[config.mk]
export PLATFORM = sky130hd
export DESIGN_NAME = pll_lock_supervisor
export DESIGN_NICKNAME = d
export VERILOG_FILES = /design/src/rtl/pll_sup_pkg.sv /design/src/rtl/pll_lock_sync.sv /design/src/rtl/pll_lock_supervisor.sv
export SDC_FILE = /design/constraint.sdc
export NUM_CORES = 1
export LEC_CHECK = 0
export CAP_MARGIN = 40
export CORE_AREA = 2 2 91 58
export CTS_CLUSTER_SIZE = 40
export DETAILED_ROUTE_END_ITERATION = 6
export DIE_AREA = 0 0 93 60
export HOLD_SLACK_MARGIN = 0.03
export PLACE_DENSITY = 0.71
export SKIP_LAST_GASP = 1
export SLEW_MARGIN = 20
export SYNTH_ARGS = -nofsm -noshare
export SYNTH_HDL_FRONTEND = slang
export SYNTH_SLANG_ARGS = --single-unit
[constraint.sdc]
create_clock -name clk_74a -period 2.65 [get_ports clk_74a]
set_input_delay 0.3975 -clock clk_74a [delete_from_list [all_inputs] [get_ports clk_74a]]
set_output_delay 0.3975 -clock clk_74a [all_outputs]
set_load 0.1 [all_outputs]
[src/rtl/pll_sup_pkg.sv]
// Shared types and helpers for the PLL lock supervisor and its synchronizer.
package pll_sup_pkg;

   typedef enum logic [1:0] {
      PLL_RST,
      WAIT_LOCK,
      QUALIFY,
      RUN
   } sup_state_t;

   // Width of the shared cycle counter: enough to hold the largest terminal count.
   function automatic int unsigned cycle_cnt_width(input int unsigned rst_cycles,
                                                   input int unsigned stable_cycles,
                                                   input int unsigned timeout_cycles);
      int unsigned m;
      m = rst_cycles;
      if (stable_cycles > m) m = stable_cycles;
      if (timeout_cycles > m) m = timeout_cycles;
      return (m <= 1) ? 1 : $clog2(m);
   endfunction

endpackage

[src/rtl/pll_lock_sync.sv]
// Multi-flop synchronizer for an asynchronous status bit, cleared to 0 by reset.
module pll_lock_sync #(
   parameter int unsigned SYNC_STAGES = 2
) (
   input  logic clk,
   input  logic reset_n,
   input  logic async_in,
   output logic sync_out
);

   logic [SYNC_STAGES-1:0] stages;

   always_ff @(posedge clk) begin
      if (!reset_n) stages <= '0;
      else          stages <= {stages[SYNC_STAGES-2:0], async_in};
   end

   assign sync_out = stages[SYNC_STAGES-1];

endmodule

[src/rtl/pll_lock_supervisor.sv]
// Drives PLL reset, qualifies a stable lock, releases the core reset and
// counts lock-loss / lock-timeout events. Runs on the free-running reference clock.
module pll_lock_supervisor
   import pll_sup_pkg::*;
#(
   parameter int unsigned SYNC_STAGES         = 2,
   parameter int unsigned PLL_RST_CYCLES      = 16,
   parameter int unsigned LOCK_STABLE_CYCLES  = 1024,
   parameter int unsigned LOCK_TIMEOUT_CYCLES = 7425000,
   parameter int unsigned CNT_W               = 8
) (
   input  logic             clk_74a,
   input  logic             reset_n,
   input  logic             pll_locked,
   input  logic             force_relock,
   input  logic             clear_counts,
   output logic             pll_rst,
   output logic             core_reset_n,
   output logic             pll_ready,
   output logic [CNT_W-1:0] lock_loss_count,
   output logic [CNT_W-1:0] timeout_count
);

   localparam int unsigned CYC_W = cycle_cnt_width(PLL_RST_CYCLES, LOCK_STABLE_CYCLES,
                                                   LOCK_TIMEOUT_CYCLES);
   localparam logic [CYC_W-1:0] RST_LAST     = CYC_W'(PLL_RST_CYCLES - 1);
   localparam logic [CYC_W-1:0] STABLE_LAST  = CYC_W'(LOCK_STABLE_CYCLES - 1);
   localparam logic [CYC_W-1:0] TIMEOUT_LAST = CYC_W'(LOCK_TIMEOUT_CYCLES - 1);

   sup_state_t       state;
   logic [CYC_W-1:0] cyc_cnt;
   logic             locked_s;
   logic             timeout_evt;
   logic             loss_evt;

   pll_lock_sync #(
      .SYNC_STAGES(SYNC_STAGES)
   ) u_lock_sync (
      .clk     (clk_74a),
      .reset_n (reset_n),
      .async_in(pll_locked),
      .sync_out(locked_s)
   );

   // force_relock pre-empts both events, so neither is counted when it wins.
   always_comb begin
      timeout_evt = (state == WAIT_LOCK) && !force_relock && !locked_s &&
                    (cyc_cnt == TIMEOUT_LAST);
      loss_evt    = (state == RUN) && !force_relock && !locked_s;
   end

   // Outputs default to the "not running" values and are set from the next state.
   always_ff @(posedge clk_74a) begin
      if (!reset_n) begin
         state        <= PLL_RST;
         cyc_cnt      <= '0;
         pll_rst      <= 1'b1;
         core_reset_n <= 1'b0;
         pll_ready    <= 1'b0;
      end else begin
         pll_rst      <= 1'b0;
         core_reset_n <= 1'b0;
         pll_ready    <= 1'b0;
         case (state)
            PLL_RST: begin
               if (cyc_cnt == RST_LAST) begin
                  state   <= WAIT_LOCK;
                  cyc_cnt <= '0;
               end else begin
                  pll_rst <= 1'b1;
                  cyc_cnt <= cyc_cnt + CYC_W'(1);
               end
            end
            WAIT_LOCK: begin
               if (force_relock || (!locked_s && cyc_cnt == TIMEOUT_LAST)) begin
                  state   <= PLL_RST;
                  cyc_cnt <= '0;
                  pll_rst <= 1'b1;
               end else if (locked_s) begin
                  state   <= QUALIFY;
                  cyc_cnt <= '0;
               end else begin
                  cyc_cnt <= cyc_cnt + CYC_W'(1);
               end
            end
            QUALIFY: begin
               if (force_relock) begin
                  state   <= PLL_RST;
                  cyc_cnt <= '0;
                  pll_rst <= 1'b1;
               end else if (!locked_s) begin
                  state   <= WAIT_LOCK;
                  cyc_cnt <= '0;
               end else if (cyc_cnt == STABLE_LAST) begin
                  state        <= RUN;
                  cyc_cnt      <= '0;
                  core_reset_n <= 1'b1;
                  pll_ready    <= 1'b1;
               end else begin
                  cyc_cnt <= cyc_cnt + CYC_W'(1);
               end
            end
            RUN: begin
               if (force_relock) begin
                  state   <= PLL_RST;
                  cyc_cnt <= '0;
                  pll_rst <= 1'b1;
               end else if (!locked_s) begin
                  state   <= WAIT_LOCK;
                  cyc_cnt <= '0;
               end else begin
                  core_reset_n <= 1'b1;
                  pll_ready    <= 1'b1;
               end
            end
            default: begin
               state   <= PLL_RST;
               cyc_cnt <= '0;
               pll_rst <= 1'b1;
            end
         endcase
      end
   end

   always_ff @(posedge clk_74a) begin
      if (!reset_n || clear_counts) begin
         lock_loss_count <= '0;
         timeout_count   <= '0;
      end else begin
         if (loss_evt && lock_loss_count != '1)
            lock_loss_count <= lock_loss_count + CNT_W'(1);
         if (timeout_evt && timeout_count != '1)
            timeout_count <= timeout_count + CNT_W'(1);
      end
   end

endmodule

**After elaboration in Yosys (flattened, before gate mapping)**

Cells that the tools add are included.

- Multiplexer cells: 28
- Eq/ne operators: 12
- $add $sub $neg: 3
- Reductions and logical operators: 16

Operator list:

| cell | count |
|---|---|
| $mux 23 | 8 |
| $pmux 23 s4 | 1 |
| $add 23x1->23 const B | 1 |
| $eq 23x10->1 const B | 1 |
| $eq 23x23->1 const B | 1 |
| $eq 23x4->1 const B | 1 |
| $add 8x1->8 const B | 2 |
| $mux 2 | 8 |
| $ne 8x8->1 const B | 2 |
| $logic_and 1x1->1 | 8 |
| $mux 1 | 8 |
| $pmux 2 s4 | 1 |
| $eq 2x2->1 const B | 2 |
| $ne 4x4->1 const B | 1 |
| $reduce_and 4->1 | 1 |
| $logic_not 1->1 | 3 |
| $ne 3x1->1 const B | 1 |
| $ne 3x3->1 const B | 1 |
| $pmux 1 s3 | 1 |
| $eq 2x1->1 const B | 1 |
| $logic_not 2->1 | 1 |
| $logic_or 1x1->1 | 2 |
| $ne 2x2->1 const B | 1 |
| $pmux 1 s2 | 1 |
| $reduce_or 2->1 | 1 |

- Logic and storage cells: 66
- Register bits: 45

**Logic depth before layout (Yosys ltp)**

Gate-level depths: netlist of the first run.

- Depth after elaboration: 5
- Gate-level depth with buffers: 7
- Gate-level depth less buffers: 6

**Modules after synthesis**

Synthesis of the first run repeated with hierarchy kept, for this count alone.

- Cells, all modules: 266
- Area, all modules: 2280.9 µm²

Modules (own cells, without submodules):

| module | area each (µm²) | instances | cells each |
|---|---|---|---|
| pll_lock_supervisor | 2228.4 | 1 | 262 |
| pll_lock_sync | 52.6 | 1 | 4 |

**Worst setup path before layout of the first run**

Ideal clock, no wire load.

- Kind: flip-flop to flip-flop
- Start: register cyc_cnt[10]
- End: register timeout_count[2]
- Setup slack: 0.371 ns
- Cell stages (with the launch flop): 6
- Period minus slack after synthesis: 2.279 ns
- Required time: 2.580 ns
- Arrival time: 2.209 ns
- Library setup time: 0.070 ns
- Cell sequence: dfxtp_1 -> or4_4 -> or3_1 -> or4b_4 -> or3_1 -> a21oi_1

- Longest elaborated chain between the ends: 3

RTL lines:

| element | RTL line | source |
|---|---|---|
| start, declared | pll_lock_supervisor.sv:31 | `logic [CYC_W-1:0] cyc_cnt;` |
| start signal, assigned | pll_lock_supervisor.sv:71 | `cyc_cnt <= cyc_cnt + CYC_W'(1);` |
| start signal, assigned | pll_lock_supervisor.sv:83 | `cyc_cnt <= cyc_cnt + CYC_W'(1);` |
| start signal, assigned | pll_lock_supervisor.sv:100 | `cyc_cnt <= cyc_cnt + CYC_W'(1);` |
| $eq 23x23->1 | pll_lock_supervisor.sv:48 | `(cyc_cnt == TIMEOUT_LAST);` |
| $logic_and 1x1->1 | pll_lock_supervisor.sv:47 | `timeout_evt = (state == WAIT_LOCK) && !force_relock && !locked_s &&` |
| $logic_and 1x1->1 | pll_lock_supervisor.sv:132 | `if (timeout_evt && timeout_count != '1)` |
| end signal, assigned | pll_lock_supervisor.sv:133 | `timeout_count <= timeout_count + CNT_W'(1);` |
| end, declared | pll_lock_supervisor.sv:21 | `output logic [CNT_W-1:0] timeout_count` |

Every way passes these cells.
A chain may end at the register's enable or synchronous reset.

**Final worst setup path of the first run**

Same ends and word-level chain as after synthesis.

==> results of run 1 <==
[worst max path at each step]
| stage | endpoint | slack [ns] | cells past startpoint |
|---|---|---|---|
| after CTS | timeout_count[2]$_SDFFE_PP0P_ | 0.24 | 5 |
| final | timeout_count[2]$_SDFFE_PP0P_ | 0.24 | 5 |
| after global routing | timeout_count[2]$_SDFFE_PP0P_ | 0.13 | 5 |
| after global placement | timeout_count[6]$_SDFFE_PP0P_ | 0.07 | 6 |
| after floorplan | timeout_count[2]$_SDFFE_PP0P_ | 0.37 | 5 |
| after detailed placement | timeout_count[6]$_SDFFE_PP0P_ | 0.03 | 6 |
[critical path: cells and delay by family (launching register included)]
kind,cells,cell delay (ns)
AO/OA/AOI/OAI,1,0.14
flip-flops,1,0.37
AND/OR/NAND/NOR,4,1.84
[per-layer routing]
layer	vias to the layer above	track usage
met5	-	0
met4	0	0.0378
met3	2	0.0504
met2	29	0.241
met1	832	0.279
li1	954	-
[logic make-up (layout without fill, tap and decap cells)]
group	after synthesis	after routing
XOR/XNOR	31	31
AND/OR/NAND/NOR	137	137
adder cells (fa/ha/maj)	3	3
multiplexers	3	3
AO/OA/AOI/OAI	20	20
buffers and inverters	15	47
flip-flops	45	45
[state kept, by name (all words and copies together), names as in the netlist]
name and count:
cyc_cnt 23, lock_loss_count 8, timeout_count 8, state 2, u_lock_sync.stages 2, pll_ready 1, pll_rst 1
[per-stage QoR]
step / hold WS (ns) / total power, mW
after detailed placement: 0.442 / 0.738
final: 0.457 / 1.15
after floorplan: 0.412 / 0.721
after CTS: 0.455 / 1.16
after global placement: 0.433 / 0.738
after global routing: 0.486 / 1.20
[power groups by stage]
stage | clock [mW] | sequential [mW] | combinational [mW]
3_3_place_gp | 0 | 0.702 | 0.0366
6_report | 0.427 | 0.686 | 0.0365
5_1_grt | 0.472 | 0.687 | 0.0409
4_1_cts | 0.434 | 0.686 | 0.0368
3_5_place_dp | 0 | 0.702 | 0.0365
2_1_floorplan | 0 | 0.700 | 0.0203
[cell usage in the layout (no fill, tap or decap), drive strengths merged, types with 4 or more instances in the layout]
cell and n:
a21oi 7, and3 11, buf 30, clkbuf 7, clkdlybuf4s50 4, dfxtp 45
inv 6, nand2 19, nand3 8, nand4 14, nor2 40, nor3 13
xnor2 12, xor2 19
[area by class of cell]
cell class / count / share of cell area
Multi-Input combinational cell: 194 / 0.473
Sequential cell: 45 / 0.350
Timing Repair Buffer: 34 / 0.103
Clock buffer: 7 / 0.0335
Tap cell: 66 / 0.0321
Inverter: 6 / 0.00875
==> key figures, run 1 <==
Floorplanning
  • Chip width: 93 um
  • Initial Utilization: 0.453
  • DIE AREA: 0.00558 sq mm
  • Floorplan Core Area: 0.00480 sq mm
  • I/O pins: 24
  • Die Height: 60 um
  • Cell Rows: 20

Critical path
  • Most frequent CP cell: or3_1
  • Reg2reg setup slack: 0.24 ns
  • Critical Path RT: 2.87 ns
  • CP max FO: 5
  • Reg-to-Reg Start: cyc_cnt[10]$_SDFFE_PN0N_
  • CP Capture Type: register
  • Largest incremental delay on the critical path: 0.57 ns
  • R2R depth: 5
  • Crit Path Category: register to register
  • Crit path cell chain: or4_4, or3_1, or4b_4, or3_1, a21oi_1
  • CP Launch Point: cyc_cnt[10]$_SDFFE_PN0N_
  • CP max stage cell: or4_4
  • Worst EP arrival: 2.64 ns
  • Reg-to-reg endpoint: timeout_count[2]$_SDFFE_PP0P_
  • Critical Path Source Type: register

Finish
  • Post-route insts no fill: 352
  • Area of the multi-input gates: 0.00122 sq mm
  • Final core occ: 0.536
  • FILL cells: 466
  • Design area: 0.00257 sq mm
  • Register area: 901 sq um
  • Final #Nets: 294
  • N_diodes: 0
  • Synthesis-to-layout area growth: 18.2%
  • Share of layout cells above drive strength 1: 0.157

Timing
  • Final min period: 2.41 ns
  • Worst slew margin: 0.534
  • Skew final: 0.00333 ns
  • Final worst slack: 0.235 ns
  • Setup Viol. Count Final: 0
  • Setup TNS: 0 ns
  • Fmax: 414 MHz
  • Final period util: 0.911
  • Max-slew violation count: 0
  • Final hold violation count: 0
  • RSZ-0062 raised after global routing: false
  • Worst-margin pin slew: 0.694 ns

Pwr
  • Pwr dens: 446 mW/mm^2
  • Internal power: 0.905 mW
  • Sw Share: 0.212
  • Net Switching: 0.243 mW
  • Clk network pwr share: 0.372
  • VDD IR max: 0.000186 V
  • Comb pwr share: 0.032
  • Sequential power share: 0.597
  • Pleak: 0.982 nW

Routing
  • Vias: 1,817
  • Met3 wire len: 227 um
  • Wire length on met2: 1.67 mm
  • Metal-1 WL: 2.63 mm
  • Total iterations of the first detailed-routing run: 4
  • Vias/cell: 5.16
  • Antenna-violating nets left: 0
  • DRC errors left: 0
  • Top layer in use: met4
  • Initial DRC count: 72
  • DR WL/cell: 12.9 um
  • Total routed wirelength: 4.54 mm

Global routing
  • Initial antenna violation count: 0
  • First-pass GRT wire length: 7.86 mm
  • Total gr overflow: 0
  • Largest net degree at the start of global routing: 24
  • Total GRT Usage: 0.179
  • Vias in the first global route: 1,664

CTS
  • Hold Buf Count CTS: 0
  • Cts repair resizes: 0
  • TritonCTS sink count: 45
  • Clk Latency, worst-skew pair: 0.29 ns
  • CTS root buffer: clkbuf_8
  • Clock buffer depth: 2
  • Clock slew at reported path FFs: 0.08 ns
  • CTS Buf Count: 5
  • CTS tree: built
  • CTS H-tree lvls: 2
  • Post-CTS Setup Inserts: 0

Placed design
  • Placer Congestion: 0.851
  • Dpl cells: 345
  • Dpl cell area: 0.00249 sq mm
  • HPWL Detailed: 3.31 mm
  • Post-Place Setup Slack: 0.0298 ns
  • Count of input and output buffers: 23

Hold path
  • Hold path start: u_lock_sync.stages[0]$_SDFF_PN0_
  • Hold EP: u_lock_sync.stages[1]$_SDFF_PN0_
  • Hold Path Stages: 1
  • Hold/Removal Path Class: register to register

Yosys
  • Count leader, synth: dfxtp_1
  • Synth top area share: 0.414
  • Largest family of logic cells by synthesized area: simple AND/OR/NAND/NOR gates
  • Proportion of synthesized area in mux cells: 0.0138
  • Post-Synth Simple-Gate Area: 0.337
  • Synth Register Bits: 45
  • Cell Area, Synth: 0.00218 sq mm
  • Ys flop type: dfxtp_1
  • Register area share after synthesis: 0.414
  • Leading area contributor after synthesis: dfxtp_1
  • Yosys warning count: 0
  • Top post-synthesis cells by count: 45 x dfxtp_1, 40 x nor2_1, 19 x nand2_1, 19 x xor2_1, 14 x nand4_1
  • Yosys cell types: 46
  • Post-Synth XOR/XNOR Area: 0.125
  • Number of enable flip-flop cells after synthesis: 0
  • Gate Count Post-Synth: 254
  • Async SR Flop Fraction: 0
  • Complex-gate fraction of the synthesized area: 0.0655
  • Mapped Nets: 262
  • Cells taking the most area after synthesis: dfxtp_1 41%, xor2_1 7.6%, nor2_1 6.9%
  • Average size of a mapped cell: 8.57 sq um
  • Adder-cell area share of the yosys netlist: 0.0172

Job
  • Max-Cap Viols: 0

Status
  • Status: completed
No activity file was read; power rests on OpenSTA's default activity.
==> run 2: changes to the inputs <==
CORE_AREA = 2 2 93 59   (was 2 2 91 58)
DIE_AREA = 0 0 95 61   (was 0 0 93 60)
DONT_BUFFER_PORTS = 1   (was default)
PLACE_DENSITY = 0.65   (was 0.71)
SYNTH_HIERARCHICAL = 1   (was default)
==> run 2 against run 1 <==
Compared with the run above:
- routed wire length is 12% higher
- area after synthesis is 4.8% higher
- cell area is 1.1% higher
- sequential power is 2% higher
- global-route usage is 0.76 points higher
- total power is 5.1% higher
- die area is 3.9% higher
- combinational power is 110% higher
- non-clock buffer count is 12 lower
- register-to-register slack better by 0.03 ns
- largest cell class unchanged
==> key figures, run 2 <==
Finish
  • Area of the multi-input gates: 0.00129 sq mm
  • Top reg by flops: cyc_cnt
  • Commonest non-fill, non-tap cell in the layout: dfxtp_1
  • N_diodes: 0
  • Final #Nets: 295
  • Top flop regs: cyc_cnt (23), lock_loss_count (8), timeout_count (8)
  • Register area: 902 sq um
  • Commonest non-fill, non-tap cells in the layout: 44 x dfxtp_1, 34 x nor2_1, 20 x nand2_1
  • Synthesis-to-layout area growth: 14.1%
  • Share of layout cells above drive strength 1: 0.143
  • FILL cells: 459
  • Number of flip-flops in the largest register: 23

Yosys
  • Async SR Flop Fraction: 0
  • Post-Synth XOR/XNOR Area: 0.0883
  • Yosys warning count: 6
  • Post-Synth Simple-Gate Area: 0.313
  • Adder-cell area share of the yosys netlist: 0.0165
  • Leading area contributor after synthesis: dfxtp_1
  • Yosys cell types: 51
  • Register area share after synthesis: 0.395
  • Complex-gate fraction of the synthesized area: 0.143
  • Cell Area, Synth: 0.00228 sq mm
  • Synth Register Bits: 45
  • Gate Count Post-Synth: 266
  • Ys flop type: dfxtp_1
  • Number of enable flip-flop cells after synthesis: 0
  • Average size of a mapped cell: 8.57 sq um
  • Synth top area share: 0.395
  • Cells taking the most area after synthesis: dfxtp_1 39%, xnor2_1 6.9%, nor2_1 5.6%
  • Proportion of synthesized area in mux cells: 0.00439
  • Count leader, synth: dfxtp_1
  • Largest family of logic cells by synthesized area: simple AND/OR/NAND/NOR gates
  • Top post-synthesis cells by count: 45 x dfxtp_1, 34 x nor2_1, 20 x nand2_1
  • Mapped Nets: 274

Floorplanning
  • Initial Utilization: 0.463
  • DIE AREA: 0.00580 sq mm
  • Chip width: 95 um
  • I/O pins: 24
  • Die Height: 61 um
  • Cell Rows: 20
  • Floorplan Core Area: 0.00493 sq mm

Timing
  • Worst slew margin: 0.557
  • Hold WS: 0.208 ns
  • Final hold violation count: 0
  • Final period util: 0.901
  • Max-slew violation count: 0
  • Final min period: 2.39 ns
  • Final worst slack: 0.262 ns
  • Fmax: 419 MHz
  • Setup TNS: 0 ns
  • RSZ-0062 raised after global routing: false
  • Setup Viol. Count Final: 0
  • Skew final: 0.00360 ns
  • Worst-margin pin slew: 0.660 ns

Pwr
  • Pwr dens: 464 mW/mm^2
  • Pleak: 0.824 nW
  • VDD IR max: 0.000300 V

Status
  • Status: completed

Critical path
  • Reg2reg setup slack: 0.26 ns
  • CP Capture Type: register
  • Critical Path Source Type: register
  • CP max FO: 13
  • Critical Path RT: 2.87 ns
  • Worst EP arrival: 2.61 ns
  • Crit Path Category: register to register

Placed design
  • Placer Congestion: 0.801
  • HPWL Detailed: 3.74 mm
  • Post-Place Setup Slack: 0.178 ns
  • Count of input and output buffers: 0

CTS
  • CTS H-tree lvls: 2
  • CTS tree: built
  • TritonCTS sink count: 45
  • Clock slew at reported path FFs: 0.08 ns
  • Clock buffer depth: 2
  • CTS root buffer: clkbuf_8
  • Post-CTS Setup Inserts: 0
  • Clk Latency, worst-skew pair: 0.30 ns
  • CTS Buf Count: 5

Routing
  • Initial DRC count: 127
  • DRC errors left: 0
  • Vias/cell: 5.60
  • Vias: 1,977
  • Antenna-violating nets left: 0
  • DR WL/cell: 14.4 um
  • Total routed wirelength: 5.08 mm
  • Total iterations of the first detailed-routing run: 4

Hold path
  • Hold/Removal Path Class: input port to register

Global routing
  • Total gr overflow: 0
  • Largest net degree at the start of global routing: 19
  • Vias in the first global route: 1,686
  • Initial antenna violation count: 0
  • Total GRT Usage: 0.187
  • First-pass GRT wire length: 8.23 mm

Job
  • Max-Cap Viols: 0
-- run 2: cell types whose count changed in the layout (fill, tap and decap cells not counted), sizes merged, moves of 6 or more --
cell,previous run,this run
and3,11,3
buf,30,21
inv,6,13
nor4,3,10
o31ai,0,7
xnor2,12,18
xor2,19,5
-- run 2: cell families after synthesis --
family,count (synthesis)
AO/OA/AOI/OAI,43
XOR/XNOR,23
adder cells (fa/ha/maj),3
buffers and inverters,21
flip-flops,45
multiplexers,1
AND/OR/NAND/NOR,130
-- run 2: area by class of cell --
class / instances / area share
multi-input cells: 200 / 0.497
flip-flops and latches: 45 / 0.347
repair buffers: 22 / 0.0726
clock buffers: 7 / 0.0332
well taps: 66 / 0.0317
inverters: 13 / 0.0187
-- run 2: through the flow --
| stage | utilization | cell area (sq um) | total power, mW | instances |
|---|---|---|---|---|
| 5_1_grt | 0.528 | 2600 | 1.26 | 353 |
| 3_3_place_gp | 0.500 | 2460 | 0.789 | 343 |
| 4_1_cts | 0.526 | 2590 | 1.23 | 352 |
| 2_1_floorplan | - | 2280 | 0.777 | 266 |
| 6_report | 0.528 | 2600 | 1.21 | 353 |
| 3_5_place_dp | 0.509 | 2510 | 0.791 | 345 |
-- run 2: repair_timing --
item                       in CTS  in global routing
setup endpoints to repair       0                  4
resized for setup               0                  1
hold buffers                    0                  0
-- run 2: worst paths after layout --
path,depth (start not counted),startpoint,endpoint
max,6,cyc_cnt[0]$_SDFFE_PN0P_,timeout_count[3]$_SDFFE_PP0P_
min,1,reset_n,pll_rst$_SDFF_PN1_
max reg2reg,6,cyc_cnt[0]$_SDFFE_PN0P_,timeout_count[3]$_SDFFE_PP0P_
min reg2reg,1,u_lock_sync/stages[0]$_SDFF_PN0_,u_lock_sync/stages[1]$_SDFF_PN0_
-- run 2: layer usage --
layer,wire (um),global-route usage,part of all wire
met5,0,0,0
met4,48,0.0559,0.0095
met3,277,0.0559,0.055
met2,1920,0.243,0.38
met1,2830,0.289,0.56
-- run 2: power by group --
group	switching (mW)	internal, mW	leakage (nW)
combinational	0.0465	0.0310	0.416
clock	0.224	0.207	0.0443
sequential	0.0120	0.687	0.364
-- run 2: critical path, cell delays in order, from the launching register on --
cell	delay (ns)
dfxtp_1	0.38
ha_1	0.26
nand4b_1	0.13
nor4_2	0.50
nand3_2	0.30
or4_1	0.58
a21oi_1	0.16
